## src/rtl/rpn_sequencer.sv

```systemverilog
// rtl/rpn_sequencer.sv - RPN token sequencer driving an operand stack
//
// Accepts a postfix token stream, issues push/add/mul/pop opcodes to the
// attached stack, tracks stack depth, detects malformed expressions and
// returns the final value (or an error code) on the result port.
//
// Optional feature macro: RPN_OVF_CHECK_EN
//   defined   - stk_overflow after add/mul aborts the expression with err=3
//   undefined - stk_overflow is ignored, wrapped results complete normally
//
// Ports:
//   clk, rst          clock, asynchronous active-high reset
//   tok_valid/ready   token handshake
//   tok_is_op         1 = operator, 0 = operand
//   tok_data          operand value, or operator code in [1:0]
//   tok_last          final token of the expression
//   stk_opcode        000 nop, 100 add, 101 mul, 110 push, 111 pop
//   stk_data          push data
//   stk_out           stack output data
//   stk_full          stack full
//   stk_overflow      stack arithmetic overflow
//   res_valid/ready   result handshake
//   res_data          final value (0 on error)
//   res_err           0 ok, 1 underflow, 2 full, 3 overflow, 4 bad depth, 5 bad op

module rpn_sequencer #(
  parameter int DEPTH = 256,
  parameter int WIDTH = 8
) (
  input  logic             clk,
  input  logic             rst,
  input  logic             tok_valid,
  output logic             tok_ready,
  input  logic             tok_is_op,
  input  logic [WIDTH-1:0] tok_data,
  input  logic             tok_last,
  output logic [2:0]       stk_opcode,
  output logic [WIDTH-1:0] stk_data,
  input  logic [WIDTH-1:0] stk_out,
  input  logic             stk_full,
  input  logic             stk_overflow,
  output logic             res_valid,
  input  logic             res_ready,
  output logic [WIDTH-1:0] res_data,
  output logic [2:0]       res_err
);

  localparam int             DW        = $clog2(DEPTH + 1);
  localparam logic [DW-1:0]  DEPTH_MAX = DW'(DEPTH);
  localparam logic [DW-1:0]  ONE       = DW'(1);
  localparam logic [DW-1:0]  TWO       = DW'(2);

  localparam logic [2:0] OP_NOP  = 3'b000;
  localparam logic [2:0] OP_ADD  = 3'b100;
  localparam logic [2:0] OP_MUL  = 3'b101;
  localparam logic [2:0] OP_PUSH = 3'b110;
  localparam logic [2:0] OP_POP  = 3'b111;

  localparam logic [2:0] E_OK    = 3'd0;
  localparam logic [2:0] E_UNDER = 3'd1;
  localparam logic [2:0] E_FULL  = 3'd2;
  localparam logic [2:0] E_OVF   = 3'd3;
  localparam logic [2:0] E_DEPTH = 3'd4;
  localparam logic [2:0] E_BADOP = 3'd5;

  typedef enum logic [3:0] {
    ACCEPT, EXEC, SETTLE, FPOP, FWAIT, DRAIN, CLEAN, CWAIT, RESULT
  } state_t;

  state_t        state;
  logic [DW-1:0] depth;
  logic [2:0]    err;
  logic          last_q;   // accepted token carried tok_last
  logic          arith_q;  // accepted token issued add/mul

  logic          tok_hs;
  logic [2:0]    settle_err;

  assign tok_hs = tok_valid & tok_ready;

  // Error as seen in SETTLE, including a late arithmetic overflow.
  always_comb begin
    settle_err = err;
`ifdef RPN_OVF_CHECK_EN
    if (err == E_OK && arith_q && stk_overflow) settle_err = E_OVF;
`endif
  end

`ifndef RPN_OVF_CHECK_EN
  logic unused_ovf;
  assign unused_ovf = stk_overflow & arith_q;
`endif

  always_ff @(posedge clk or posedge rst) begin
    if (rst) begin
      state      <= ACCEPT;
      depth      <= '0;
      err        <= E_OK;
      last_q     <= 1'b0;
      arith_q    <= 1'b0;
      tok_ready  <= 1'b0;
      stk_opcode <= OP_NOP;
      stk_data   <= '0;
      res_valid  <= 1'b0;
      res_data   <= '0;
      res_err    <= E_OK;
    end else begin
      case (state)
        ACCEPT: begin
          if (tok_hs) begin
            tok_ready <= 1'b0;
            last_q    <= tok_last;
            arith_q   <= 1'b0;
            state     <= EXEC;
            if (!tok_is_op) begin
              if (depth == DEPTH_MAX || stk_full) begin
                err        <= E_FULL;
                stk_opcode <= OP_NOP;
              end else begin
                stk_opcode <= OP_PUSH;
                stk_data   <= tok_data;
                depth      <= depth + ONE;
              end
            end else if (tok_data[1]) begin
              err        <= E_BADOP;
              stk_opcode <= OP_NOP;
            end else if (depth < TWO) begin
              err        <= E_UNDER;
              stk_opcode <= OP_NOP;
            end else begin
              stk_opcode <= tok_data[0] ? OP_MUL : OP_ADD;
              arith_q    <= 1'b1;
              depth      <= depth - ONE;
            end
          end else begin
            tok_ready <= 1'b1;
          end
        end

        EXEC: begin
          stk_opcode <= OP_NOP;
          state      <= SETTLE;
        end

        SETTLE: begin
          err <= settle_err;
          if (settle_err != E_OK && !last_q) begin
            tok_ready <= 1'b1;
            state     <= DRAIN;
          end else if (settle_err != E_OK) begin
            stk_opcode <= (depth != '0) ? OP_POP : OP_NOP;
            state      <= CLEAN;
          end else if (last_q && depth != ONE) begin
            err        <= E_DEPTH;
            stk_opcode <= (depth != '0) ? OP_POP : OP_NOP;
            state      <= CLEAN;
          end else if (last_q) begin
            stk_opcode <= OP_POP;
            state      <= FPOP;
          end else begin
            tok_ready <= 1'b1;
            state     <= ACCEPT;
          end
        end

        FPOP: begin
          stk_opcode <= OP_NOP;
          depth      <= '0;
          state      <= FWAIT;
        end

        FWAIT: begin
          res_data  <= stk_out;
          res_err   <= err;
          res_valid <= 1'b1;
          state     <= RESULT;
        end

        DRAIN: begin
          if (tok_hs && tok_last) begin
            tok_ready  <= 1'b0;
            stk_opcode <= (depth != '0) ? OP_POP : OP_NOP;
            state      <= CLEAN;
          end
        end

        // A pop is on stk_opcode during CLEAN whenever depth was nonzero on entry.
        CLEAN: begin
          if (depth != '0) begin
            stk_opcode <= OP_NOP;
            depth      <= depth - ONE;
            state      <= CWAIT;
          end else begin
            res_data  <= '0;
            res_err   <= err;
            res_valid <= 1'b1;
            state     <= RESULT;
          end
        end

        CWAIT: begin
          if (depth != '0) begin
            stk_opcode <= OP_POP;
            state      <= CLEAN;
          end else begin
            res_data  <= '0;
            res_err   <= err;
            res_valid <= 1'b1;
            state     <= RESULT;
          end
        end

        RESULT: begin
          if (res_ready) begin
            res_valid <= 1'b0;
            err       <= E_OK;
            tok_ready <= 1'b1;
            state     <= ACCEPT;
          end
        end

        default: state <= ACCEPT;
      endcase
    end
  end

endmodule

```

## config.mk

```make
export PLATFORM = sky130hd
export DESIGN_NAME = rpn_sequencer
export DESIGN_NICKNAME = d
export VERILOG_FILES = /design/src/rtl/rpn_sequencer.sv
export SDC_FILE = /design/constraint.sdc
export NUM_CORES = 1
export LEC_CHECK = 0
export ABC_AREA = 0
export CORE_UTILIZATION = 40
export CTS_CLUSTER_SIZE = 10
export DETAILED_ROUTE_END_ITERATION = 16
export HOLD_SLACK_MARGIN = 0.1
export PLACE_DENSITY_LB_ADDON = 0.05
export SYNTH_ARGS = -nofsm -noshare
export SYNTH_HDL_FRONTEND = slang
export SYNTH_SLANG_ARGS = --single-unit
```

## constraint.sdc

```tcl
create_clock -name clk -period 3.1 [get_ports clk]
set_clock_uncertainty 0.15 [all_clocks]
set_input_delay 0.465 -clock clk [delete_from_list [all_inputs] [get_ports clk]]
set_output_delay 0.465 -clock clk [all_outputs]
set_load 0.01 [all_outputs]
```

# Yosys cells after proc, flatten, opt, wreduce, memory -nomap -nowiden
# Index checks and enable logic that the tools add are counted.
classes:
  n_addsub: 2
  magnitude_cmp: 1
  n_eq_ne: 28
  n_mux: 57
  bitwise_logic: 3
  n_reduce_logical: 25
ops:
  columns: ["operator", "n"]
  rows:
  - ["3-bit two-way mux", 26]
  - ["9-bit two-way mux", 6]
  - ["4-bit one-hot mux with 9 select lines", 1]
  - ["9-bit one-hot mux with 3 select lines", 1]
  - ["3-bit inequality test, second input constant", 7]
  - ["4-bit two-way mux", 5]
  - ["2-bit inequality test, second input constant", 9]
  - ["3-bit one-hot mux with 6 select lines", 1]
  - ["4-bit by 3-bit equality test with 1-bit output, second input constant", 4]
  - ["8-bit one-hot mux with 2 select lines", 1]
  - ["6-bit AND reduction", 2]
  - ["3-bit nonzero test", 4]
  - ["1-bit two-way mux", 10]
  - ["9-bit by 1-bit adder with 9-bit output, second input constant", 1]
  - ["9-bit equality test, second input constant", 1]
  - ["9-bit by 2-bit < comparator with 1-bit output, second input constant", 1]
  - ["9-bit by 1-bit inequality test with 1-bit output, second input constant", 1]
  - ["3-bit one-hot mux with 3 select lines", 1]
  - ["9-bit nonzero test", 1]
  - ["9-bit by 1-bit subtractor with 9-bit output, second input constant", 1]
  - ["4-bit by 2-bit equality test with 1-bit output, second input constant", 2]
  - ["8-bit two-way mux", 1]
  - ["4-bit inequality test, second input constant", 2]
  - ["8-bit AND reduction", 1]
  - ["other kinds (20)", 26]
totals:
  regBits: 41
  in_bits: 24

# Logic depth before layout (Yosys ltp)
logic_depth:
  word_depth: 6
  ltp_mapped: 10
  depth_no_buf: 8

# Worst setup path before layout
# OpenSTA, ideal clock, no wires.
synth_path:
  path_type: "reg-to-reg"
  start: "register depth[1]"
  end: "register depth[6]"
  t_arrival_ps: 2136
  setup_slack_ps: 692
  stages_incl_launch_ff: 11
  n_path_buf: 2
  period_less_slack_ps: 2408
  cell_sequence: "dfrtp_1 clkbuf_1 inv_1 ha_1 nand2_1 o32ai_1 a221oi_4 a32oi_4 or2_1 buf_6 o22a_1"
synth_between:
  elab_chain_len: 6
  elab_cells_between_ends: 17
  cone_classes: "add/sub: 2; order compare: 1; eq/ne: 4; mux: 7; reduce/logical: 3"
synth_rtl:
  columns: ["element", "line", "rtl"]
  rows:
  - ["from (decl)", "71", "logic [DW-1:0] depth;"]
  - ["from (signal assigned)", "122", "depth <= depth + ONE;"]
  - ["from (signal assigned)", "133", "depth <= depth - ONE;"]
  - ["from (signal assigned)", "191", "depth <= depth - ONE;"]
  - ["9-bit by 1-bit subtractor with 9-bit output", "133, 191", null]
  - ["9-bit two-way mux", "127", "end else if (depth < TWO) begin"]
  - ["9-bit two-way mux", "124", "end else if (tok_data[1]) begin"]
  - ["9-bit two-way mux", "115", "if (!tok_is_op) begin"]
  - ["9-bit two-way mux", "110", "if (tok_hs) begin"]
  - ["9-bit one-hot mux with 3 select lines", "108", "case (state)"]
# Parallel ways exist; a longest one is shown, timed or not. The select of a mux whose other input is x is not followed.
# A chain may end at the register's enable or synchronous reset.

# Worst setup path in the final report
layout_path:
  start: "register depth[0]"
  end: "register depth[6]"
# Same word-level chain as after synthesis.

==> results.cfg <==
[detailed_routing]
avgViaCountPerCell = 5.86
totalWireLength_um = 6640
drc = 0
ant_nets = 0
routed-via-count = 2280
wl_per_cell_um = 17.1
dr.pass1.iters = 4
drt_iter0_markers = 183

[power]
cellPowerDensity_mw_per_mm2 = 1030
pwr-share-comb_pct = 53.7
p_sw_uw = 1410
ir_drop_mv = 0.458
p_leak_uw = 0.00129
seqPwrFrac_pct = 32.8
pwr-share-clk_pct = 13.5
intPower_uw = 1870
swShare_pct = 42.9

[global_route]
grt_overflow = 0
grt_pass1_vias = 2121
grt_pass1_wl_um = 10700
grt_max_degree = 42
grt_usage_pct = 21.2
grt_antenna_before_repair = 0

[layout]
layout.cells.most_common = clkdlybuf4s50_1
finalNonFillerCells = 389
syn_to_final_growth_pct = 25.1
fin_util_pct = 52.8
antenna_cells = 0
layout_common_cells = clkdlybuf4s50_1 (46), dfrtp_1 (41), nor2_1 (21), nand2_1 (21), a21oi_1 (17)
drive_gt1_share_pct = 8.92
nets = 341

[critical_path]
cpPeakStageDelay_ns = 0.47
path_cells = inv_1 > ha_1 > nand2_1 > o32ai_1 > a221oi_4 > a32oi_4 > or2_1 > o22a_1
reg2reg_to = depth[6]
startpoint = depth[0]
cp_max_fo = 9
worstPathArrival_ns = 2.65
required_ns = 3.14
startpoint_type = flop
reg2reg_depth = 8
rr_startpoint = depth[0]
crit_buf_inv = 1
reg2reg_slack_ns = 0.49
setup.worst_path.class = flop to flop
end_kind = flop
slowest_stage = dfrtp_1
critPathTopFamily = compound AO/OA/AOI/OAI gates

[timing]
finalHoldWorstSlack_ns = 0.340
max_freq_mhz = 383
final.setup.tns_ns = 0
fin_crit_sh_pct = 84.2
min_period_ns = 2.61
drv_slew = 0
rsz0062_at_grt = false
tightest_slew_ns = 0.883
final-hold-violation-count = 0
setup_viol = 0
slew_headroom_pct = 40.9

[placement]
hpwlAfterDp_um = 4630
place_congestion = 0.835
placed_cells_incl_taps = 381
port_buffers = 46

[yosys]
synth-edff-count = 0
syn_avg_cell_area_sq_um = 9.43
synth-seq-cells = 41
synth_cells = 270
yosys_most_used_dff = dfrtp_1
synth_top_area_cell = dfrtp_1
ys.warnings.count = 0
synth_cell_types = 62
yosys.area.top_type_share_pct = 40.3
synth.net_count = 298
syn-cell-area_sq_mm = 0.00254
netlist_top_cells_area = dfrtp_1 (40%), mux2_1 (5.8%), a21oi_1 (3.3%)
async_reset_ff_share_pct = 100
yosysSeqAreaShare_pct = 40.3

[cts]
cts_resized = 0
htreeDepth = 2
cts_tree = built
cts_buffers = 5
cts.sinks = 41
postCtsHoldBufs = 0
cts_setup_buffers = 0
cts_buffer_depth = 2
clk_pin_slew_ns = 0.09
clock_latency_ns = 0.30
cts_root_buffer = clkbuf_8

[min_path]
hp-start = stk_data[2]
min_delay_path_depth = 1
holdPathEnd = stk_data[2]
min_path_type = flop to flop

[flow_run]
drv_cap = 0

[die]
die-area_sq_mm = 0.00669
start_util_pct = 42.2
ios = 48
die_h_um = 81.8
die_w_um = 81.8
coreArea_sq_mm = 0.00603
rows = 28

[run_status]
status = completed
-- area by class of cell --
| class | count | area, sq um |
|---|---|---|
| fillers | 558 | 2840 |
| flip-flops and latches | 41 | 1030 |
| inverters | 8 | 30.0 |
| well taps | 75 | 93.8 |
| clock buffers | 6 | 72.6 |
| clock inverters | 2 | 38.8 |
| repair buffers | 54 | 520 |
| multi-input cells | 203 | 1400 |
-- kinds of logic after synthesis --
logic type                 after synthesis  synth area share [%]
AOI/OAI and AO/OA                       90                  26.4
xor gates and xnor gates                 3                  1.03
adders and majority gates                4                  1.97
buffers and inverters                   26                  4.57
DFF                                     41                  40.3
muxes                                   14                  6.19
and+or+nand+nor                         92                  19.5
-- Yosys cell counts, types with 4 or more instances --
cell      number
a22o_1         8
dfrtp_1       41
buf_2          5
o22ai_1        6
clkbuf_1      10
o21ai_0       14
inv_1          8
o31ai_2        4
o31ai_1        6
nand2_1       21
nand3_1        9
ha_1           4
nor3_1         6
mux2_1        13
or2_1          4
o21ai_1        6
a21oi_1       17
nor2_1        21
-- power by group through the flow --
stage / Sequential [uW] / Clock, uW / Combinational [uW]
2_1_floorplan: 1020 / 0 / 1170
3_3_place_gp: 1080 / 0 / 1740
3_5_place_dp: 1080 / 0 / 1750
4_1_cts: 1070 / 460 / 1760
5_1_grt: 1120 / 474 / 1910
6_report: 1070 / 441 / 1760
-- worst max path at each step --
stage | endpoint | slack (ns) | cells past startpoint
after global placement | depth[8] | 0.30 | 7
after CTS | depth[6] | 0.47 | 8
final | depth[6] | 0.49 | 8
after global routing | depth[6] | 0.32 | 8
after floorplan | depth[6] | 0.69 | 10
after detailed placement | depth[6] | 0.26 | 7
-- state kept, by name (all words and copies together), names as in the netlist --
register    cells
res_data        8
stk_opcode      3
res_err         3
state           4
res_valid       1
stk_data        8
last_q          1
tok_ready       1
err             3
depth           9
-- routing by layer --
metal  part of all wire (%)  GRT usage (%)  vias to the layer above  wire, um
li1                       -              -                     1101         -
met1                     49           31.7                     1116      3270
met2                     46           31.2                       56      3020
met3                    4.2           3.78                        7       279
met4                   0.92           5.26                        0        61
met5                      0              0                        -         0
-- through the flow --
stage	worst slack, ns	total power (uW)	instance area (sq um)
floorplan	0.692	2190	2540
global placement	0.297	2820	3070
detailed placement	0.264	2830	3070
CTS	0.467	3300	3180
global route	0.316	3510	3180
finish	0.490	3270	3180
(Power assumes the default switching activity.)
